<file path="src/rtl/selector_segmento_activacion.sv">
// Segment selector for the piecewise-linear activation unit: 5-step binary search over a
// 32-entry breakpoint table, then fetch of slope/offset. Optional macro: SELSEG_EARLY_SAT_EN.
module selector_segmento_activacion #(
  parameter int Width     = 24,
  parameter int Magnitud  = 4,
  parameter int Precision = 19,
  parameter int Signo     = 1
) (
  input  logic                    CLK,
  input  logic                    RST,
  input  logic                    Start,
  input  logic signed [Width-1:0] In,
  input  logic                    WrEn,
  input  logic [1:0]              WrSel,
  input  logic [4:0]              WrAddr,
  input  logic signed [Width-1:0] WrData,
  output logic                    Busy,
  output logic                    Done,
  output logic                    Enable,
  output logic [4:0]              SELMUX,
  output logic signed [Width-1:0] M,
  output logic signed [Width-1:0] B,
  output logic signed [Width-1:0] InReg,
  output logic                    Error
);

  if (Signo + Magnitud + Precision != Width) begin : g_format_check
    $error("selector_segmento_activacion: Signo+Magnitud+Precision must equal Width");
  end

  typedef enum logic [1:0] {IDLE, SEARCH, FETCH, DONE} state_t;

  state_t                  state_q, state_d;
  logic [4:0]              sel_q, sel_d;
  logic [2:0]              bit_q, bit_d;
  logic signed [Width-1:0] inReg_q, inReg_d;
  logic [4:0]              selmux_q, selmux_d;
  logic signed [Width-1:0] m_q, m_d;
  logic signed [Width-1:0] b_q, b_d;
  logic                    enable_q, enable_d;
  logic                    error_q, error_d;
  logic [4:0]              cand;
  logic                    busy;

  logic signed [Width-1:0] bpTab [32];
  logic signed [Width-1:0] mTab  [32];
  logic signed [Width-1:0] bTab  [32];

  assign busy = (state_q == SEARCH) || (state_q == FETCH);

  // Tables are deliberately outside the reset domain so a reset keeps the programmed curve.
  always_ff @(posedge CLK) begin
    if (WrEn && !busy) begin
      case (WrSel)
        2'd0:    bpTab[WrAddr] <= WrData;
        2'd1:    mTab[WrAddr]  <= WrData;
        2'd2:    bTab[WrAddr]  <= WrData;
        default: ;
      endcase
    end
  end

  always_ff @(posedge CLK) begin
    if (RST) begin
      state_q  <= IDLE;
      sel_q    <= '0;
      bit_q    <= '0;
      inReg_q  <= '0;
      selmux_q <= '0;
      m_q      <= '0;
      b_q      <= '0;
      enable_q <= 1'b0;
      error_q  <= 1'b0;
    end else begin
      state_q  <= state_d;
      sel_q    <= sel_d;
      bit_q    <= bit_d;
      inReg_q  <= inReg_d;
      selmux_q <= selmux_d;
      m_q      <= m_d;
      b_q      <= b_d;
      enable_q <= enable_d;
      error_q  <= error_d;
    end
  end

  always_comb begin
    state_d  = state_q;
    sel_d    = sel_q;
    bit_d    = bit_q;
    inReg_d  = inReg_q;
    selmux_d = selmux_q;
    m_d      = m_q;
    b_d      = b_q;
    enable_d = enable_q;
    error_d  = error_q;
    cand     = sel_q | (5'd1 << bit_q);

    if ((Start || WrEn) && busy) error_d = 1'b1;

    case (state_q)
      IDLE, DONE: begin
        if (Start) begin
          inReg_d  = In;
          sel_d    = '0;
          bit_d    = 3'd4;
          enable_d = 1'b0;
          state_d  = SEARCH;
`ifdef SELSEG_EARLY_SAT_EN
          // Inputs outside the table range skip the search; the result is the same.
          if (In < bpTab[1]) begin
            sel_d   = 5'd0;
            state_d = FETCH;
          end else if (In >= bpTab[31]) begin
            sel_d   = 5'd31;
            state_d = FETCH;
          end
`endif
        end else if (state_q == DONE) begin
          state_d = IDLE;
        end
      end
      SEARCH: begin
        if (inReg_q >= bpTab[cand]) sel_d = cand;
        bit_d = bit_q - 3'd1;
        if (bit_q == 3'd0) state_d = FETCH;
      end
      FETCH: begin
        selmux_d = sel_q;
        m_d      = mTab[sel_q];
        b_d      = bTab[sel_q];
        enable_d = 1'b1;
        state_d  = DONE;
      end
      default: state_d = IDLE;
    endcase
  end

  assign Busy   = busy;
  assign Done   = (state_q == DONE);
  assign Enable = enable_q;
  assign SELMUX = selmux_q;
  assign M      = m_q;
  assign B      = b_q;
  assign InReg  = inReg_q;
  assign Error  = error_q;

endmodule
</file>
<file path="config.mk">
export PLATFORM = sky130hd
export DESIGN_NAME = selector_segmento_activacion
export DESIGN_NICKNAME = d
export VERILOG_FILES = /design/src/rtl/selector_segmento_activacion.sv
export SDC_FILE = /design/constraint.sdc
export NUM_CORES = 2
export LEC_CHECK = 0
export CAP_MARGIN = 10
export CORE_MARGIN = 2
export CORE_UTILIZATION = 45
export DETAILED_ROUTE_END_ITERATION = 8
export PLACE_DENSITY_LB_ADDON = 0.05
export RECOVER_POWER = 25
export SYNTH_ARGS = -nofsm -noshare
export SYNTH_HDL_FRONTEND = slang
export SYNTH_SLANG_ARGS = --single-unit
</file>
<file path="constraint.sdc">
create_clock -name CLK -period 7.6 [get_ports CLK]
set_clock_uncertainty 0.1 [all_clocks]
set_input_delay 0.76 -clock CLK [delete_from_list [all_inputs] [get_ports CLK]]
set_output_delay 0.76 -clock CLK [all_outputs]
set_load 0.01 [all_outputs]
</file>
==> flow_summary.ini <==
[clocking]
worstSkewPairLatency_ps = 920
clock_path_buffers = 4
cts-root-buf = clkbuf_16
cts_setup_buffers = 0
htreeDepth = 5
cts_tree = built
clk_pin_slew_ps = 60
cts.sinks = 2393
cts_buffers = 274

[synthesis]
synth_seq_cells = 2393
synth_area_um2 = 91600
yosys.area.top_type = edfxtp_1
synth_cell_types = 43
async_flop_share = 0
synth.avg_cell_area_um2 = 22.2
synth_nets = 4208
yosysMostFrequentCell = edfxtp_1
ys_top_cells_by_count = 2304 x edfxtp_1, 677 x mux4_2, 336 x nand2_1, 163 x nor2_1, 109 x clkbuf_1
synth_edf_count = 2304
yosysSeqAreaShare = 0.775
synth_top_area_frac = 0.756
synth-main-ff-cell = edfxtp_1
yosys_warnings = 0
synthTopCellsByArea = edfxtp_1 76%, mux4_2 17%, dfxtp_1 1.9%
synthesis.instances = 4117

[finish]
final_util = 0.519
nets = 4526
fill_cells = 15900
syn2layout_area_growth_pct = 14.6
drive_gt1_frac = 0.272
fin_cells = 7298
final_area_um2 = 105000

[sta]
max_freq_mhz = 181
rsz0062_at_grt = false
maxSlewHeadroom = -2.34
period_needed_ps = 5520
hold_viol_final = 0
hold_ws_ps = 299
drv_slew = 1537
post-route-period-util = 0.727
timing.setup.tns_ps = 0
tightest_slew_ps = 5010
setup_slack_ps = 2080
setup_violations = 0

[worst_setup_path]
end_kind = register
crit_required_ps = 8300
crit_arrival_ps = 6230
crit_fanout = 23
worstSetupStartpointType = register
crit_type = register to register

[floorplan]
die_w_um = 455
core_um2 = 202000
ios = 140
die_area_um2 = 207000
die_y_um = 455
fp-row-count = 165
start_util = 0.453

[grt]
antenna_found_initial = 14
grt_pass1_vias = 44500
grt_pass1_wl_um = 347000
overflow = 0
grt_usage = 0.241
grt_max_degree = 136

[place]
placed_cells = 6827
pre_cts_slack_ps = 2060
dp_hpwl_um = 130000
port_buffers = 139
dpl-instance-area_um2 = 96900
routabilityCongestion = 0.766

[route]
routed_wl_um = 246000
drc = 0
dr_total_vias = 43500
drtIter0Drc = 4823
routed_via_density = 5.97
drtAntennaViolNets = 0
drtPass1Iterations = 6
drt-wirelength-per-cell_um = 33.8

[power_and_ir_drop]
powerDensity_nw_per_um2 = 309
p_total_mw = 32.4
peakVddDrop_mv = 0.418
cellLeakagePower_nw = 32.1

[min_path]
hold_class = input pin to register

[job]
max_cap_viol_count = 26

[run_status]
violations = max-capacitance violations, max-slew violations
status = complete, but fails checks
-- final cells by class --
cell class / instances / area [um^2] / share of cell area
flip-flops and latches: 2393 / 71000 / 0.677
multi-input cells: 1477 / 20100 / 0.191
clock buffers: 353 / 7440 / 0.0710
well taps: 2672 / 3340 / 0.0319
repair buffers: 273 / 2330 / 0.0222
clock inverters: 108 / 663 / 0.00632
inverters: 16 / 67.6 / 0.000644
diodes: 6 / 15.0 / 0.000143
-- worst max-delay path, stage by stage (launching register included) --
cell and delay, ps:
dfxtp_1 380, inv_1 100, ha_1 220, a21oi_4 830, buf_4 450, mux4_2 240, nand2_1 50, a311oi_1 890
a31oi_1 100, ha_1 370, nand4_1 140, nor4_1 350, o31ai_1 130, a31oi_1 490, o21ai_0 360, o32ai_1 200
-- worst paths after layout --
path,startpoint,endpoint,slack [ps],depth (start not counted)
setup reg to reg,bit_q[1],sel_q[4],2080,15
hold / removal,In[20],InReg[20],300,3
setup / recovery,bit_q[1],sel_q[4],2080,15
hold reg to reg,Error,Error,390,2
-- logic make-up (layout without fill, tap and decap cells) --
group                      Yosys count  count (layout)  synth area share
DFF                               2393            2393             0.775
adders and majority gates           32              32           0.00437
AOI/OAI and AO/OA                  160             160            0.0126
and+or+nand+nor                    583             583            0.0258
muxes                              702             702             0.169
other                                0               6                 0
buffers and inverters              247             750            0.0131
-- layout by cell type (no fill, tap or decap), types with 67 or more instances in the layout --
master / instances
clkbuf_16: 283
buf_4: 113
edfxtp_1: 2304
a311oi_1: 67
nor2_4: 72
clkdlybuf4s50_1: 114
nand2_1: 335
nor2_1: 67
mux4_2: 677
clkbuf_1: 93
dfxtp_1: 85
-- per-layer routing --
metal / GRT usage / routed length (um) / part of all wire
met3: 0.0406 / 14300 / 0.058
met5: 0 / 0 / 0
met4: 0.0564 / 5120 / 0.021
met1: 0.349 / 107000 / 0.44
met2: 0.385 / 120000 / 0.49
-- sequential cells by signal (all words and copies together), names as in the netlist --
| signal | count |
|---|---|
| SELMUX | 5 |
| B | 24 |
| sel_q | 5 |
| mTab | 768 |
| M | 24 |
| Error | 1 |
| InReg | 24 |
| Enable | 1 |
| bit_q | 3 |
| bpTab | 768 |
| state_q | 2 |
| bTab | 768 |
-- power breakdown --
group          switching [mW]  internal, mW  leakage (nW)
clock                    5.07          7.07          3.98
combinational            2.91          2.49          6.72
sequential              0.242          14.7          21.4
total                    8.23          24.2          32.1
-- what timing repair did --
| item | 4_1_cts | 5_1_grt |
|---|---|---|
| resized for setup | 0 | 0 |
| hold buffers | 4 | 0 |
| endpoints found under the setup margin | 0 | 0 |
| hold endpoints to repair | 39 | 0 |
(Power assumes the default switching activity.)
